## src/rtl/cache_dm.sv

```systemverilog
// Direct-mapped, write-through, no-write-allocate data cache with line refill over a req/ack bus.
// Define CACHE_STATS_EN to add the hit_count / miss_count performance counters.
module cache_dm #(
  parameter int unsigned CACHE_LINES      = 8,
  parameter int unsigned CACHE_LINE_WORDS = 4
) (
  input  logic        clk,
  input  logic        rst,
`ifdef CACHE_STATS_EN
  output logic [31:0] hit_count,
  output logic [31:0] miss_count,
`endif
  input  logic        req_valid,
  input  logic        op_type,
  input  logic [31:0] address,
  input  logic [31:0] i_val,
  output logic [31:0] o_val,
  output logic        ready,
  output logic        mem_req,
  output logic        mem_we,
  output logic [31:0] mem_addr,
  output logic [31:0] mem_wdata,
  input  logic        mem_ack,
  input  logic [31:0] mem_rdata
);

  localparam int unsigned OffW = $clog2(CACHE_LINE_WORDS);
  localparam int unsigned IdxW = $clog2(CACHE_LINES);
  localparam int unsigned TagW = 30 - OffW - IdxW;

  typedef enum logic [2:0] {StIdle, StLookup, StRefill, StWrite, StResp} state_e;

  state_e            state_q;
  logic [31:2]       addr_q;
  logic              is_store_q;
  logic [31:0]       wdata_q;
  logic              hit_q;
  logic [31:0]       word_q;
  logic [OffW-1:0]   cnt_q;

  logic              ready_q;
  logic [31:0]       o_val_q;
  logic              mem_req_q;
  logic              mem_we_q;
  logic [31:0]       mem_addr_q;
  logic [31:0]       mem_wdata_q;

  logic [CACHE_LINES-1:0] valid_q;
  logic [TagW-1:0]        tag_q  [CACHE_LINES];
  logic [31:0]            data_q [CACHE_LINES][CACHE_LINE_WORDS];

`ifdef CACHE_STATS_EN
  logic [31:0] hit_cnt_q;
  logic [31:0] miss_cnt_q;
  assign hit_count  = hit_cnt_q;
  assign miss_count = miss_cnt_q;
`endif

  logic [OffW-1:0] req_off;
  logic [IdxW-1:0] req_idx;
  logic [TagW-1:0] req_tag;
  logic [OffW-1:0] cnt_nxt;
  logic            lookup_hit;
  logic            ack;
  logic            last_word;
  logic            unused_addr_bits;

  assign req_off    = addr_q[OffW+1:2];
  assign req_idx    = addr_q[IdxW+OffW+1:OffW+2];
  assign req_tag    = addr_q[31:IdxW+OffW+2];
  assign cnt_nxt    = cnt_q + OffW'(1);
  assign lookup_hit = valid_q[req_idx] && (tag_q[req_idx] == req_tag);
  // An ack only counts while a request is actually outstanding.
  assign ack        = mem_ack && mem_req_q;
  assign last_word  = &cnt_q;
  assign unused_addr_bits = ^address[1:0];

  assign ready     = ready_q;
  assign o_val     = o_val_q;
  assign mem_req   = mem_req_q;
  assign mem_we    = mem_we_q;
  assign mem_addr  = mem_addr_q;
  assign mem_wdata = mem_wdata_q;

  always_ff @(posedge clk) begin
    if (rst) begin
      state_q     <= StIdle;
      ready_q     <= 1'b0;
      o_val_q     <= '0;
      mem_req_q   <= 1'b0;
      mem_we_q    <= 1'b0;
      mem_addr_q  <= '0;
      mem_wdata_q <= '0;
      cnt_q       <= '0;
      valid_q     <= '0;
`ifdef CACHE_STATS_EN
      hit_cnt_q   <= '0;
      miss_cnt_q  <= '0;
`endif
    end else begin
      ready_q <= 1'b0;
      case (state_q)
        StIdle: begin
          // While ready is high the CPU may still be holding the request just completed.
          if (req_valid && !ready_q) begin
            addr_q     <= address[31:2];
            is_store_q <= op_type;
            wdata_q    <= i_val;
            state_q    <= StLookup;
          end
        end
        StLookup: begin
          hit_q  <= lookup_hit;
          word_q <= data_q[req_idx][req_off];
          cnt_q  <= '0;
`ifdef CACHE_STATS_EN
          if (lookup_hit) hit_cnt_q <= hit_cnt_q + 32'd1;
          else            miss_cnt_q <= miss_cnt_q + 32'd1;
`endif
          if (is_store_q) begin
            mem_req_q   <= 1'b1;
            mem_we_q    <= 1'b1;
            mem_addr_q  <= {addr_q, 2'b00};
            mem_wdata_q <= wdata_q;
            state_q     <= StWrite;
          end else if (lookup_hit) begin
            state_q <= StResp;
          end else begin
            mem_req_q  <= 1'b1;
            mem_we_q   <= 1'b0;
            mem_addr_q <= {addr_q[31:OffW+2], {OffW{1'b0}}, 2'b00};
            state_q    <= StRefill;
          end
        end
        StRefill: begin
          if (ack) begin
            data_q[req_idx][cnt_q] <= mem_rdata;
            if (cnt_q == req_off) word_q <= mem_rdata;
            cnt_q      <= cnt_nxt;
            mem_addr_q <= {addr_q[31:OffW+2], cnt_nxt, 2'b00};
            if (last_word) begin
              mem_req_q        <= 1'b0;
              valid_q[req_idx] <= 1'b1;
              tag_q[req_idx]   <= req_tag;
              state_q          <= StResp;
            end
          end
        end
        StWrite: begin
          if (ack) begin
            // No-write-allocate: only a resident line is updated.
            if (hit_q) data_q[req_idx][req_off] <= wdata_q;
            mem_req_q <= 1'b0;
            mem_we_q  <= 1'b0;
            state_q   <= StResp;
          end
        end
        StResp: begin
          ready_q <= 1'b1;
          o_val_q <= is_store_q ? 32'd0 : word_q;
          state_q <= StIdle;
        end
        default: state_q <= StIdle;
      endcase
    end
  end

endmodule

```

## config.mk

```make
export PLATFORM = sky130hd
export DESIGN_NAME = cache_dm
export DESIGN_NICKNAME = d
export VERILOG_FILES = /design/src/rtl/cache_dm.sv
export SDC_FILE = /design/constraint.sdc
export NUM_CORES = 1
export LEC_CHECK = 0
export BUFFER_PORTS_ARGS = -buffer_cell sky130_fd_sc_hd__buf_2
export CAP_MARGIN = 5
export CORE_UTILIZATION = 62
export CTS_CLUSTER_DIAMETER = 80
export DETAILED_ROUTE_END_ITERATION = 12
export PLACE_DENSITY_LB_ADDON = 0.25
export SLEW_MARGIN = 20
export SYNTH_ARGS = -nofsm -noshare
export SYNTH_HDL_FRONTEND = slang
export SYNTH_SLANG_ARGS = --single-unit
```

## constraint.sdc

```tcl
create_clock -name clk -period 5.2 [get_ports clk]
set_input_delay 0.78 -clock clk [delete_from_list [all_inputs] [get_ports clk]]
set_output_delay 0.78 -clock clk [all_outputs]
set_load 0.02 [all_outputs]
```

---- Yosys cells after proc, flatten, opt, wreduce, memory -nomap -nowiden ----
Memories as Yosys holds them, arrays and structs flattened. A register that Yosys moved wholly into a read port is not among the register bits.
Index checks and enable logic that the tools add are counted.
word-level totals
  register bits after elaboration ......... 208
  memory bits (writable) .................. 1224
  input bits .............................. 101
  output and inout port bits .............. 99
  logic and storage cells ................. 371
  memories ................................ 2
operators by class
  add/subtract/negate cells ............... 1
  order comparisons ....................... 6
  eq/ne operators ......................... 12
  multiplexer cells ....................... 182
  bitwise operators ....................... 132
  reduce and logical (&&, ||, !) cells .... 22
memories
  memory  depth  width  rd ports  clocked after memory_dff  write ports  line  source
  data_q  8      128    1         1                         1            50    logic [31:0] data_q [CACHE_LINES][CACHE_LINE_WORDS];
  tag_q   8      25     1         1                         1            49    logic [TagW-1:0] tag_q [CACHE_LINES];
operators with widths
  cell                                                      number
  2-to-1 mux 32 bit                                         10
  2-to-1 mux 128 bit                                        2
  2-to-1 mux 1 bit                                          150
  demux 32 bit (select 2 bit)                               2
  bitwise OR 1 bit                                          128
  one-hot mux 32 bit (2 select lines)                       2
  binary-select mux 32 bit (select 2 bit)                   1
  == test 25 bit                                            1
  2-to-1 mux 3 bit                                          8
  one-hot mux 3 bit (4 select lines)                        1
  AND reduction 4 bit                                       3
  inequality test 2 bit, second input constant              5
  AND reduction 3 bit                                       3
  bitwise OR 8 bit                                          1
  AND reduction 2 bit                                       4
  == test 3 x 2 -> 1 bit, second input constant             2
  greater-or-equal comparator 3 bit, second input constant  2
  logical AND 1 bit                                         6
  < comparator 3 x 1 -> 1 bit, second input constant        2
  NOT 2 -> 3 bit                                            2
  AND reduction 5 bit                                       1
  < comparator 3 x 4 -> 1 bit, second input constant        1
  one-hot mux 2 bit (2 select lines)                        1
  nonzero test 2 bit                                        2
  15 further kinds                                          15

---- Longest topological paths before layout ----
  depth in word-level cells ............... 7
  mapped depth ............................ 13
  gate-level depth less buffers ........... 8

---- Least setup slack after synthesis ----
OpenSTA, ideal clock, no wires.
  path kind ............................... flip-flop to flip-flop
  start point ............................. reg state_q[1]
  end point ............................... reg word_q[0], enable pin
  library setup time ...................... 0.474 ns
  arrival time ............................ 3.824 ns
  data required time ...................... 4.726 ns
  path slack .............................. 0.902 ns
  cell stages (with the launch flop) ...... 6
  path buffers ............................ 1
  period minus slack after synthesis ...... 4.298 ns
  path through ............................ dfxtp_1 > nor2b_1 > nor2b_1 > clkbuf_1 > nand3_1 > a221oi_1
on the way
  cells in the longest elaborated chain, start to end .. 3
  elaborated cells between the ends (all ways) .. 6
  classes of those cells .................. eq/ne: 4; reduce/logical: 2
RTL lines
  element                                                                              line  source
  from (decl)                                                                          33    state_e state_q;
  from (signal assigned)                                                               87    state_q <= StIdle;
  from (signal assigned)                                                               109   state_q <= StLookup;
  from (signal assigned)                                                               125   state_q <= StWrite;
  == test 3 x 2 -> 1 bit / == test 3 x 1 -> 1 bit (equally long branches)              102   case (state_q)
  inequality test 2 bit (no source line) / nonzero test 2 bit (equally long branches)  --
  AND reduction 4 bit (no source line) *                                               --
  to (signal assigned)                                                                 114   word_q <= data_q[req_idx][req_off];
  to (signal assigned)                                                                 138   if (cnt_q == req_off) word_q <= mem_rdata;
  to (decl)                                                                            38    logic [31:0] word_q;
Every way passes the cells marked *; elsewhere a longest branch is shown, timed or not.
A chain may end at the register's enable or synchronous reset.

==> results.cfg <==
[job]
drv_cap = 0

[placement]
dp_hpwl_um = 75800
dp.cells = 4029
pre_cts_slack_ns = 1.11
gp_congestion = 0.787
io_buffer_count = 195

[hold_path]
worstHoldStart = i_val[23]
hp-class = input pin to register

[timing]
fin_ws_ns = 1.21
period_minus_slack_ns = 3.99
hold_viol = 0
slew_headroom = 0.235
worst_slew_pin_slew_ns = 1.14
fmax_mhz = 250
setup_tns_ns = 0
slew_violations = 0
finClkSkew_ns = 0.0334
finalCritPeriodShare = 0.768
rsz0062_at_grt = no
setup_violations = 0

[global_routing]
grt_first_pass_wirelength_um = 198000
grt_pass1_vias = 29522
track_usage = 0.308
grt_max_degree = 128
grt-ovfl-total = 0
antenna_found_initial = 5

[setup_path]
r2r_setup_slack_ns = 1.21
cp.required_ns = 5.82
cp_max_fo = 51
worstPathArrival_ns = 4.62
cp-start-kind = register
crit_type = register to register
end_kind = register

[clock_tree]
cts-root-buf = clkbuf_16
clkTransAtPathRegs_ns = 0.06
cts_setup_buffers = 0
cts.sinks = 1433
clk-insertion-delay-late_ns = 0.76
cts.path.max_buffers = 3
post_cts_resize_count = 0
cts_buffers = 142
holdBufCountCts = 0
cts_tree = built
htree_num_levels = 4

[synthesis]
synth_top_area_share = 0.709
yosys_warnings = 0
synthAdderAreaFrac = 0.000895
synth_flop_cell = edfxtp_1
synth_xor_xnor_area_share = 0.00329
synth_top_cells_by_area = edfxtp_1 71%, mux4_2 13%, dfxtp_1 4.0%
muxShareOfSynthArea = 0.183
synth_seq_cells = 1433
synth_area_um2 = 55900
synth_cells = 2755
ys_types = 58
synth_compound_area_frac = 0.0208
synth_top_family_by_area = multiplexers
yosys.area.top_type = edfxtp_1
synth-seq-area-share = 0.749
avgSynthCellArea_um2 = 20.3
synth-simple-area-share = 0.0288
synth-async-reset-ratio = 0
synth-edff-count = 1320

[floorplanning]
io_pins = 200
core_area_um2 = 88900
dieHeight_um = 302
dieArea_um2 = 91400
die_w_um = 302
initial_core_util = 0.629
row_count = 109

[finish]
layout.cells.non_filler = 4297
nNetsFinal = 3113
area_growth_syn_to_layout_pct = 13.2
drive_above_1_share = 0.316

[detailed_routing]
ant_nets = 0
drtPass1Iterations = 5
drc_errors = 0
wirelength_um = 137000
drtIter0Drc = 3887
wl_per_cell_um = 31.9
vias = 28884
vias_per_cell = 6.72

[power_and_ir_drop]
vdd_ir_drop_max_mv = 0.250
leakage_nw = 20.9
p_per_area_nw_per_um2 = 394

[run_status]
outcome = finished clean
-- kinds of logic (layout without fill, tap and decap cells) --
logic type | after synthesis | count (layout)
AOI/OAI and AO/OA | 174 | 174
xor gates and xnor gates | 21 | 21
adders and majority gates | 4 | 4
buffers and inverters | 173 | 546
DFF | 1433 | 1433
muxes | 614 | 614
other | 1 | 5
and+or+nand+nor | 335 | 335
-- synth_stat cells, types with 8 or more instances --
master and n:
nor2b_1 8, mux4_2 312, xnor2_1 8, buf_2 36, nor3_1 24, inv_1 13, a22o_1 37, mux2_2 143
buf_4 11, nand3_1 8, dfxtp_1 113, clkbuf_1 92, nand2b_1 64, buf_1 13, a21oi_1 43, o21ai_0 16
xor2_1 13, mux2i_1 158, edfxtp_1 1320, nand2_1 101, o22ai_1 55, nor2_1 99
-- layer usage --
| layer | GRT usage | part of all wire |
|---|---|---|
| met4 | 0.119 | 0.036 |
| met2 | 0.495 | 0.49 |
| met5 | 0.00725 | 0.000080 |
| met1 | 0.410 | 0.36 |
| met3 | 0.0759 | 0.12 |
-- through the flow --
stage / util / power [mW] / cell area [µm²] / hold slack (ns)
after floorplan: - / 14.4 / 55900 / 0.436
after global placement: 0.660 / 14.9 / 58700 / 0.438
after detailed placement: 0.660 / 14.9 / 58700 / 0.446
after CTS: 0.712 / 25.0 / 63300 / 0.165
after global routing: 0.712 / 25.5 / 63300 / 0.180
final: 0.712 / 24.9 / 63300 / 0.197
-- final timing paths --
| kind | end | depth (start not counted) |
|---|---|---|
| setup / recovery | mem_addr[3]$_SDFFE_PP0P_ | 9 |
| hold / removal | wdata_q[23]$_DFFE_PP_ | 1 |
| setup reg to reg | mem_addr[3]$_SDFFE_PP0P_ | 9 |
| hold reg to reg | mem_wdata[18]$_SDFFE_PP0P_ | 2 |
-- cells in the final DEF (no fill, tap or decap), types with 8 or more instances in the layout --
cell type / netlist / final
mux4_2: 312 / 312
clkbuf_1: 92 / 42
edfxtp_1: 1320 / 1320
nor3_1: 24 / 23
buf_2: 36 / 194
buf_12: 0 / 12
nor2_1: 99 / 58
nor2_4: 0 / 33
a22o_1: 37 / 37
clkinv_2: 0 / 20
clkinv_1: 0 / 24
dfxtp_1: 113 / 110
xor2_1: 13 / 13
nand2_1: 101 / 100
mux2_2: 143 / 143
clkbuf_16: 0 / 146
a21oi_1: 43 / 41
o21ai_0: 16 / 16
mux2i_1: 158 / 158
nand3_1: 8 / 8
bufinv_16: 0 / 12
xnor2_1: 8 / 8
o22ai_1: 55 / 55
nand2b_1: 64 / 64
inv_1: 13 / 12
buf_4: 11 / 62
nor2_2: 0 / 8
-- flip-flops by register name, indices dropped and copies added, names as in the netlist, 2 cells and up, named ones only --
name       count
data_q      1024
tag_q        200
mem_wdata     32
o_val         32
wdata_q       32
word_q        32
addr_q        30
mem_addr      30
valid_q        8
state_q        3
cnt_q          2
-- power by group --
part / internal [mW] / switching (mW)
Combinational: 0.839 / 1.03
Sequential: 12.7 / 0.166
Clock: 5.90 / 4.29
-- worst max-delay path, stage by stage, from the launching register on --
cell and delay [ns]:
dfxtp_4 0.93, nor2b_1 0.39, a22o_1 0.32, or4_1 0.43
a2111oi_2 0.37, and2b_1 0.19, nand4_2 0.20, a21oi_4 0.20
buf_4 0.46, mux2_1 0.37
-- layout make-up --
class                   instances  area, µm²
inverters                      13       50.0
well taps                    1165       1460
diodes                          3       7.51
repair buffers                268       1680
clock buffers                 195       3910
fillers                      5125      25600
flip-flops and latches       1433      41900
multi-input cells            1150      13600
clock inverters                70        728
(Power assumes the default switching activity.)
